### config.mk
export PLATFORM = sky130hd
export DESIGN_NAME = board_view_engine
export DESIGN_NICKNAME = d
export VERILOG_FILES = /design/src/rtl/board_view_engine.sv
export SDC_FILE = /design/constraint.sdc
export NUM_CORES = 1
export LEC_CHECK = 0
export CAP_MARGIN = 20
export CORE_MARGIN = 3
export CORE_UTILIZATION = 48
export DETAILED_ROUTE_END_ITERATION = 6
export PLACE_DENSITY = 0.78
export SETUP_SLACK_MARGIN = 0.02
export SLEW_MARGIN = 20
export SYNTH_ARGS = -nofsm -noshare
export SYNTH_HDL_FRONTEND = slang
export SYNTH_SLANG_ARGS = --single-unit
### constraint.sdc
create_clock -name clk -period 7.3 [get_ports clk]
set_input_delay 1.46 -clock clk [delete_from_list [all_inputs] [get_ports clk]]
set_output_delay 1.46 -clock clk [all_outputs]
set_load 0.01 [all_outputs]
### src/rtl/board_view_engine.sv
// board_view_engine: draws background, piece sprites and selection boxes into a VGA pixel buffer
module board_view_engine #(
  parameter int GRID = 8,
  parameter int SQ = 28,
  parameter int BEZEL = 8,
  parameter int SCR_W = 320,
  parameter int SCR_H = 240,
  parameter int COLOR_W = 1,
  parameter int PIECE_W = 4,
  parameter int NUM_BOX = 2,
  parameter int BOX_T = 2,
  localparam int GW = $clog2(GRID),
  localparam int SW = $clog2(SQ),
  localparam int AW = $clog2(SCR_W * SCR_H)
) (
  input  logic                       clk,
  input  logic                       reset,
  input  logic                       start,
  input  logic                       mode_sq,
  input  logic [GW-1:0]              sq_x,
  input  logic [GW-1:0]              sq_y,
  input  logic                       blink_tick,
  input  logic [NUM_BOX*GW-1:0]      box_x,
  input  logic [NUM_BOX*GW-1:0]      box_y,
  input  logic [NUM_BOX-1:0]         box_en,
  input  logic [NUM_BOX-1:0]         box_blink,
  input  logic [NUM_BOX*COLOR_W-1:0] box_col,
  output logic [GW-1:0]              view_x,
  output logic [GW-1:0]              view_y,
  input  logic [PIECE_W-1:0]         piece_read,
  output logic [AW-1:0]              bg_addr,
  input  logic [COLOR_W-1:0]         bg_data,
  output logic [PIECE_W-1:0]         spr_piece,
  output logic [SW-1:0]              spr_row,
  output logic [SW-1:0]              spr_col,
  input  logic [COLOR_W:0]           spr_data,
  output logic [8:0]                 x,
  output logic [7:0]                 y,
  output logic [COLOR_W-1:0]         colour,
  output logic                       write_en,
  output logic                       busy,
  output logic                       done
);
  localparam int BW = NUM_BOX > 1 ? $clog2(NUM_BOX) : 1;
  if (GRID * SQ + BEZEL > SCR_W || GRID * SQ + BEZEL > SCR_H) begin : g_fit
    $error("board does not fit on the screen");
  end
  typedef enum logic [2:0] {IDLE, BG, PADDR, PLATCH, SPR, NEXT, BOX, DONE} state_t;
  state_t state, state_n;
  logic msq, phase, act, wr_d, spr_d, box_d;
  logic fw, u_end, last, hit, last_box, on_edge, issue;
  logic [GW-1:0] gc, gr, bx, by, bx_i, by_i;
  logic [BW-1:0] bi;
  logic [8:0] u, ox, px, wlim;
  logic [7:0] v, oy, py, hlim;
  logic [PIECE_W-1:0] piece;
  logic [COLOR_W-1:0] bcol, bcol_d, col_i;
  always_comb begin
    fw = state == BG && !msq;
    wlim = fw ? 9'(SCR_W - 1) : 9'(SQ - 1);
    hlim = fw ? 8'(SCR_H - 1) : 8'(SQ - 1);
    u_end = u == wlim;
    last = u_end && v == hlim;
    ox = 9'(state == BOX ? bx : gc) * 9'(SQ) + 9'(BEZEL);
    oy = 8'(state == BOX ? by : gr) * 8'(SQ) + 8'(BEZEL);
    px = fw ? u : ox + u;
    py = fw ? v : oy + v;
    bx_i = box_x[bi*GW +: GW];
    by_i = box_y[bi*GW +: GW];
    col_i = box_col[bi*COLOR_W +: COLOR_W];
    hit = box_en[bi] && (!box_blink[bi] || phase) && (!msq || (bx_i == gc && by_i == gr));
    last_box = bi == BW'(NUM_BOX - 1);
    on_edge = u < 9'(BOX_T) || u >= 9'(SQ - BOX_T) || v < 8'(BOX_T) || v >= 8'(SQ - BOX_T);
    issue = state == BG || state == SPR || (state == BOX && act && on_edge);
    state_n = state;
    case (state)
      IDLE:    state_n = start ? BG : IDLE;
      BG:      state_n = last ? PADDR : BG;
      PADDR:   state_n = PLATCH;
      PLATCH:  state_n = piece_read == '0 ? NEXT : SPR;
      SPR:     state_n = last ? NEXT : SPR;
      NEXT:    state_n = (msq || (gc == GW'(GRID - 1) && gr == GW'(GRID - 1))) ? BOX : PADDR;
      BOX:     state_n = (last_box && (act ? last : !hit)) ? DONE : BOX;
      DONE:    state_n = IDLE;
      default: state_n = IDLE;
    endcase
    busy = state != IDLE;
    done = state == DONE;
    view_x = gc;
    view_y = gr;
    bg_addr = state == BG ? AW'(py) * AW'(SCR_W) + AW'(px) : '0;
    spr_piece = piece;
    spr_row = v[SW-1:0];
    spr_col = u[SW-1:0];
    write_en = wr_d && (!spr_d || spr_data[COLOR_W]);
    colour = !write_en ? '0 : spr_d ? spr_data[COLOR_W-1:0] : box_d ? bcol_d : bg_data;
  end
  always_ff @(posedge clk)
    state <= reset ? IDLE : state_n;
  always_ff @(posedge clk) begin
    if (reset) begin
      {msq, phase, act, wr_d, spr_d, box_d} <= '0;
      {gc, gr, bx, by, bi} <= '0;
      {u, v, piece, bcol, bcol_d, x, y} <= '0;
    end else begin
      phase <= phase ^ blink_tick;
      wr_d <= issue;
      spr_d <= state == SPR;
      box_d <= state == BOX;
      bcol_d <= bcol;
      if (issue) begin
        x <= px;
        y <= py;
      end
      if (state == BG || state == SPR || (state == BOX && act)) begin
        u <= u_end ? '0 : u + 9'd1;
        if (u_end) v <= last ? '0 : v + 8'd1;
      end
      if (state == IDLE && start) begin
        msq <= mode_sq;
        gc <= mode_sq ? sq_x : '0;
        gr <= mode_sq ? sq_y : '0;
        u <= '0;
        v <= '0;
      end
      if (state == PLATCH) piece <= piece_read;
      if (state == NEXT) begin
        bi <= '0;
        act <= 1'b0;
        if (!msq) begin
          gc <= gc == GW'(GRID - 1) ? '0 : gc + 1'b1;
          if (gc == GW'(GRID - 1)) gr <= gr + 1'b1;
        end
      end
      if (state == BOX && !act) begin
        if (hit) begin
          act <= 1'b1;
          bx <= bx_i;
          by <= by_i;
          bcol <= col_i;
        end else bi <= bi + 1'b1;
      end
      if (state == BOX && act && last) begin
        act <= 1'b0;
        bi <= bi + 1'b1;
      end
    end
  end
endmodule
==> impl_metrics.env, run 1 <==
export IMPL_ios=94
export IMPL_tightestPinTransition_ns=1.02
export IMPL_arrival_ns=5.61
export IMPL_slew_viol_final=0
export IMPL_r2r_start="state[2]"
export IMPL_gp_congestion=0.872
export IMPL_regArea_mm2=0.00124
export IMPL_die_h_um=105
export IMPL_worstPathRequired_ns=5.84
export IMPL_cts_sinks=62
export IMPL_p_leak_nw=2.66
export IMPL_vias=4259
export IMPL_rows=35
export IMPL_ant_nets=0
export IMPL_dr_wl_met2_um=6050
export IMPL_clk_latency_ns=0.34
export IMPL_maxSlewHeadroom_pct=31.4
export IMPL_nets=744
export IMPL_grt_pass1_vias=4194
export IMPL_final_util_pct=64.9
export IMPL_final_common_cell="clkdlybuf4s50_1"
export IMPL_finClkSkew_ns=0.0125
export IMPL_r2r_end="x[8]"
export IMPL_whs_ns=0.455
export IMPL_cts_buffer_depth=2
export IMPL_cp_end_kind="output pin"
export IMPL_setup_viol=0
export IMPL_path_class="reg -> out"
export IMPL_worstHoldStart="x[4]"
export IMPL_cts_buffers=9
export IMPL_rsz0062_at_grt="yes"
export IMPL_status="completed"
export IMPL_num_fill_cells=785
export IMPL_first_iter_violations=241
export IMPL_drive_above_1_share_pct=12.6
export IMPL_syn_to_final_growth_pct=28.8
export IMPL_maxCapViolations=0
export IMPL_coreArea_mm2=0.00942
export IMPL_cts_tree="done"
export IMPL_antenna_found_initial=0
export IMPL_max_freq_mhz=141
export IMPL_critPathMaxStageDelay_ns=0.56
export IMPL_crit_top_cell="ha_4"
export IMPL_grt_overflow_total=0
export IMPL_seq_area_frac_synth_pct=26.2
export IMPL_grtUsageTotal_pct=21.0
export IMPL_ys_warn_count=0
export IMPL_ys_ff_latch=62
export IMPL_startpoint_type="flop"
export IMPL_ys_types=65
export IMPL_layout_common_cells="88 x clkdlybuf4s50_1, 61 x nor2_1, 61 x dfxtp_1, 47 x nand2_1, 46 x ha_1"
export IMPL_rrSetupSlack_ns=3.35
export IMPL_syn_nets=652
export IMPL_worst_hold_path_endpoint="x[4]"
export IMPL_maxUsedRoutingLayer="met4"
export IMPL_whs_path_depth=2
export IMPL_multi_input_area_mm2=0.00334
export IMPL_path_max_fanout=4
export IMPL_synth_flop_cell="dfxtp_1"
export IMPL_drtPass1Iterations=5
export IMPL_drcViolationCount=0
export IMPL_die_w_um=105
export IMPL_avgSynthCellArea_um2=8.55
export IMPL_ir_worst_vdd_v=0.0000784
export IMPL_slowest_stage="fa_1"
export IMPL_fin_crit_sh_pct=96.9
export IMPL_start_util_pct=50.4
export IMPL_dieArea_mm2=0.0111
export IMPL_cts_root_buf="clkbuf_8"
export IMPL_syn_area_mm2=0.00474
export IMPL_antenna_cells=0
export IMPL_cts_setup_buffers=0
export IMPL_finalHoldViolations=0
export IMPL_viasPerCell=5.45
export IMPL_syn_inst=555
export IMPL_htreeDepth=3
export IMPL_hpwl_um=9070
export IMPL_grt_pass1_wl_um=19300
export IMPL_min_period_ns=7.07
export IMPL_clk_pin_slew_ns=0.07
export IMPL_drt_met1_wl_um=5100
export IMPL_wl_per_cell_um=15.2
export IMPL_synthArstFlopShare_pct=0
export IMPL_powerDensity_mw_per_mm2=139
export IMPL_ff2ff_path_depth=17
export IMPL_synth_edf_count=0
export IMPL_dr_wl_met3_um=505
export IMPL_hold_path_class="reg -> reg"
export IMPL_wl_um=11900
export IMPL_io_buffers=93
export IMPL_cts_hold_buf=0
export IMPL_grt_start_max_net_pins=50
[metrics by stage]
stage / setup TNS, ns / total power [W] / instances / setup WS [ns] / cell area, µm²
floorplan: 0 / 0.000478 / 555 / 0.0670 / 4740
finish: 0 / 0.000851 / 781 / 0.228 / 6110
global placement: 0 / 0.000549 / 765 / 0.0812 / 5800
detailed placement: -0.194 / 0.000556 / 765 / -0.123 / 5800
CTS: 0 / 0.000851 / 781 / 0.0154 / 6010
global route: -0.0437 / 0.000892 / 781 / -0.0266 / 6110
[worst max-delay path: cells and delay by family (launching register included)]
family,cells,cell delay (ns)
xor gates and xnor gates,2,0.41
AOI/OAI and AO/OA,6,0.84
DFF,1,0.33
and+or+nand+nor,7,0.96
buffers and inverters,3,0.50
adders and majority gates,7,2.23
[cell families (layout without fill, tap and decap cells)]
family | Yosys count | after routing | synth area share [%]
AO/OA/AOI/OAI | 93 | 93 | 13.7
AND/OR/NAND/NOR | 204 | 204 | 21.1
multiplexers | 32 | 32 | 7.04
flip-flops | 62 | 62 | 26.2
adder cells (fa/ha/maj) | 61 | 61 | 17.7
buffers and inverters | 63 | 160 | 6.36
XOR/XNOR | 40 | 40 | 7.96
[per-layer routing]
layer  GRT usage [%]  vias up
met5               0        -
met4            6.84        0
met3            4.53       23
met2            37.1       97
met1            25.3     2035
li1                -     2104
[state kept, by name, summed over array words and instances (netlist names)]
signal / flops
act: 1
bcol: 1
by: 3
x: 9
spr_piece: 4
phase: 1
view_y: 3
view_x: 3
state: 3
v: 8
spr_d: 1
msq: 1
y: 8
bi: 1
box_d: 1
u: 9
bcol_d: 1
wr_d: 1
bx: 3
[how the worst max path moves through the flow]
stage / start / to / cells past startpoint
after floorplan: state[1] / bg_addr[15] / 24
after global placement: state[2] / bg_addr[16] / 24
after detailed placement: state[2] / bg_addr[16] / 24
after CTS: state[2] / bg_addr[16] / 24
after global routing: state[2] / bg_addr[16] / 24
final: state[2] / bg_addr[14] / 25
[timing repair]
item | 4_1_cts | 5_1_grt
resized for setup | 16 | 22
pin swaps | 1 | 4
setup endpoints to repair | 4 | 7
[area by class of cell]
type | instances | area share [%]
flip-flops and latches | 62 | 20.3
clock inverters | 6 | 1.02
multi-input cells | 430 | 54.6
inverters | 31 | 1.90
clock buffers | 10 | 2.09
well taps | 129 | 2.64
repair buffers | 113 | 17.4
[power by group]
| group | total (W) | switching (W) | internal [W] |
|---|---|---|---|
| clock network | 0.000293 | 0.000137 | 0.000156 |
| logic | 0.000205 | 0.000106 | 0.0000999 |
| registers | 0.000353 | 0.00000693 | 0.000346 |
| total | 0.000851 | 0.000249 | 0.000602 |
[cells in the mapped netlist, types with 4 or more instances]
cell type  count  area [µm²]
buf_4         11        82.6
clkbuf_1      14        52.6
a21oi_1       26         130
a211oi_1       7        52.6
dfxtp_1       62        1240
mux2i_1       30         300
xnor2_1       19         166
nand2b_1       5        31.3
nor2b_1       14        87.6
nor3_1        14        70.1
a31oi_1        7        43.8
nand2_1       49         184
and2_1        10        62.6
fa_1          10         200
o21a_1         4        30.0
nand4_1        4        25.0
nand3_1       13        65.1
o21ai_0       15        75.1
a21o_1         6        45.0
xor2_1        19         166
a311oi_1       5        43.8
ha_1          51         638
or2_2          7        43.8
nor2_1        62         233
inv_1         31         116
and3_1         9        56.3
Power figures use the tool's default switching activity.
==> run 2: changes to the inputs <==
--- a/config.mk
+++ b/config.mk
@@ -5,6 +5,7 @@
 export SDC_FILE = /design/constraint.sdc
 export NUM_CORES = 1
 export LEC_CHECK = 0
+export ABC_AREA = 1
 export CAP_MARGIN = 20
 export CORE_MARGIN = 3
 export CORE_UTILIZATION = 48
==> impl_metrics.env, run 2 <==
export IMPL_setup_viol=0
export IMPL_cts_buffers=9
export IMPL_synthArstFlopShare_pct=0
export IMPL_cts_root_buf="clkbuf_8"
export IMPL_rows=35
export IMPL_ys_warn_count=0
export IMPL_die_w_um=105
export IMPL_syn_nets=788
export IMPL_startpoint_type="flop"
export IMPL_coreArea_mm2=0.00942
export IMPL_start_util_pct=50.3
export IMPL_drcViolationCount=0
export IMPL_path_max_fanout=14
export IMPL_maxSlewHeadroom_pct=45.2
export IMPL_dieArea_mm2=0.0111
export IMPL_crit_top_cell="nand2_1"
export IMPL_clk_latency_ns=0.36
export IMPL_finalHoldViolations=0
export IMPL_syn_inst=691
export IMPL_wl_per_cell_um=14.9
export IMPL_multi_input_area_mm2=0.00313
export IMPL_grt_start_max_net_pins=33
export IMPL_synth_flop_cell="dfxtp_1"
export IMPL_synth_edf_count=0
export IMPL_antenna_cells=0
export IMPL_max_freq_mhz=142
export IMPL_drtPass1Iterations=7
export IMPL_first_iter_violations=248
export IMPL_hold_path_class="reg -> reg"
export IMPL_avgSynthCellArea_um2=6.85
export IMPL_stdcell_area_mm2=0.00612
export IMPL_layout_common_cells="149 x nand2_1, 87 x clkdlybuf4s50_1, 84 x inv_1, 78 x nor2_1, 60 x dfxtp_1"
export IMPL_seq_area_frac_synth_pct=26.2
export IMPL_slew_viol_final=0
export IMPL_yosys_top_cells_count="152 x nand2_1, 86 x inv_1, 80 x nor2_1"
export IMPL_die_h_um=105
export IMPL_ys_types=42
export IMPL_ys_ff_latch=62
export IMPL_worstPathRequired_ns=5.84
export IMPL_grt_pass1_vias=4761
export IMPL_regArea_mm2=0.00124
export IMPL_nets=879
export IMPL_placed_area_mm2=0.00576
export IMPL_rsz0062_at_grt="yes"
export IMPL_powerDensity_mw_per_mm2=156
export IMPL_path_class="reg -> out"
export IMPL_yosysTopAreaCell="dfxtp_1"
export IMPL_num_fill_cells=868
export IMPL_tightestPinTransition_ns=0.819
export IMPL_critPathMaxStageDelay_ns=0.44
export IMPL_grt_pass1_wl_um=22300
export IMPL_ios=94
export IMPL_viasPerCell=5.39
export IMPL_grtUsageTotal_pct=24.5
export IMPL_ant_nets=0
export IMPL_clk_pin_slew_ns=0.07
export IMPL_slowest_stage="fa_1"
export IMPL_htreeDepth=3
export IMPL_status="completed"
export IMPL_syn_area_mm2=0.00473
export IMPL_final_common_cell="nand2_1"
export IMPL_drive_above_1_share_pct=9.92
export IMPL_cts_tree="done"
export IMPL_netlist_area_leader_share_pct=26.2
export IMPL_vias=4935
export IMPL_p_leak_nw=2.79
export IMPL_cts_hold_buf=0
export IMPL_antenna_found_initial=0
export IMPL_post_place_ws_ns=-0.192
export IMPL_maxCapViolations=0
export IMPL_gp_congestion=0.929
export IMPL_io_buffers=93
export IMPL_min_period_ns=7.04
export IMPL_cts_sinks=62
export IMPL_finClkSkew_ns=0.00590
export IMPL_arrival_ns=5.58
export IMPL_ir_worst_vdd_v=0.0000895
export IMPL_reg_top3="u: 9 flops, x: 9 flops"
export IMPL_syn_to_final_growth_pct=29.3
export IMPL_setup_ws_ns=0.262
export IMPL_grt_overflow_total=0
export IMPL_cts_buffer_depth=2
export IMPL_yosysMostFrequentCell="nand2_1"
export IMPL_cp_end_kind="output pin"
export IMPL_hpwl_um=10300
export IMPL_fin_crit_sh_pct=96.4
export IMPL_synthTopCellsByArea="dfxtp_1 26%, ha_1 13%, nand2_1 12%"
export IMPL_wl_um=13700
## run 2: cells by family after synthesis
family	after synthesis	synth area share, %
simple gates	295	26.2
buf+inv	118	10.5
fa+ha+maj	61	17.7
xor+xnor	17	3.14
compound gates	136	15.9
flops	62	26.2
mux	2	0.423
## run 2: stage by stage
step | TNS [ns] | total power, W | util [%] | hold WS (ns) | instances
after floorplan | 0 | 0.000497 | - | 0.403 | 691
after CTS | -0.260 | 0.000940 | 64.0 | 0.438 | 913
after global placement | 0 | 0.000583 | 61.1 | 0.413 | 898
after global routing | -0.0750 | 0.000998 | 65.0 | 0.464 | 915
final | 0 | 0.000953 | 65.0 | 0.435 | 915
after detailed placement | -0.641 | 0.000590 | 61.1 | 0.428 | 898
## run 2: area by class of cell
type	instances	share of cell area [%]
Timing Repair Buffer	105	16.6
Clock inverter	4	1.14
Clock buffer	11	2.47
Inverter	93	5.78
Tap cell	129	2.64
Sequential cell	62	20.3
Multi-Input combinational cell	511	51.1
## run 2: worst paths after layout
kind                  from  slack (ns)  depth (start not counted)     endpoint
setup / recovery  state[0]        0.26                         28  bg_addr[15]
hold / removal        bcol        0.44                          2       bcol_d
setup reg to reg  state[0]        3.55                         20         x[8]
hold reg to reg       bcol        0.44                          2       bcol_d
## run 2: worst max-delay path, delay by kind of cell (launching register included)
family / cells / cell delay [ns]
AOI/OAI and AO/OA: 4 / 0.69
xor gates and xnor gates: 2 / 0.33
adders and majority gates: 7 / 2.38
buffers and inverters: 5 / 0.50
DFF: 1 / 0.34
and+or+nand+nor: 10 / 0.97
## run 2: what timing repair did
action                                  4_1_cts  5_1_grt
gates resized for setup                      24       27
setup buffers                                 0        2
endpoints found under the setup margin        7        7
pin swaps                                     1        4
## run 2: where the power goes
part | total, W | internal, W | switching, W | leakage, nW
combinational | 0.000241 | 0.000108 | 0.000133 | 2.17
clock | 0.000353 | 0.000208 | 0.000146 | 0.115
sequential | 0.000359 | 0.000351 | 0.00000833 | 0.505
total | 0.000953 | 0.000666 | 0.000287 | 2.79
## run 2: per-layer routing
layer  routed length, µm  share of wire [%]  track usage [%]  vias up
li1                    -                  -                -     2439
met2                6470                 47             41.3      160
met5                   0                  0                0        -
met3                 666                4.9             3.06       39
met1                6110                 45             31.8     2297
met4                 415                3.0             9.47        0
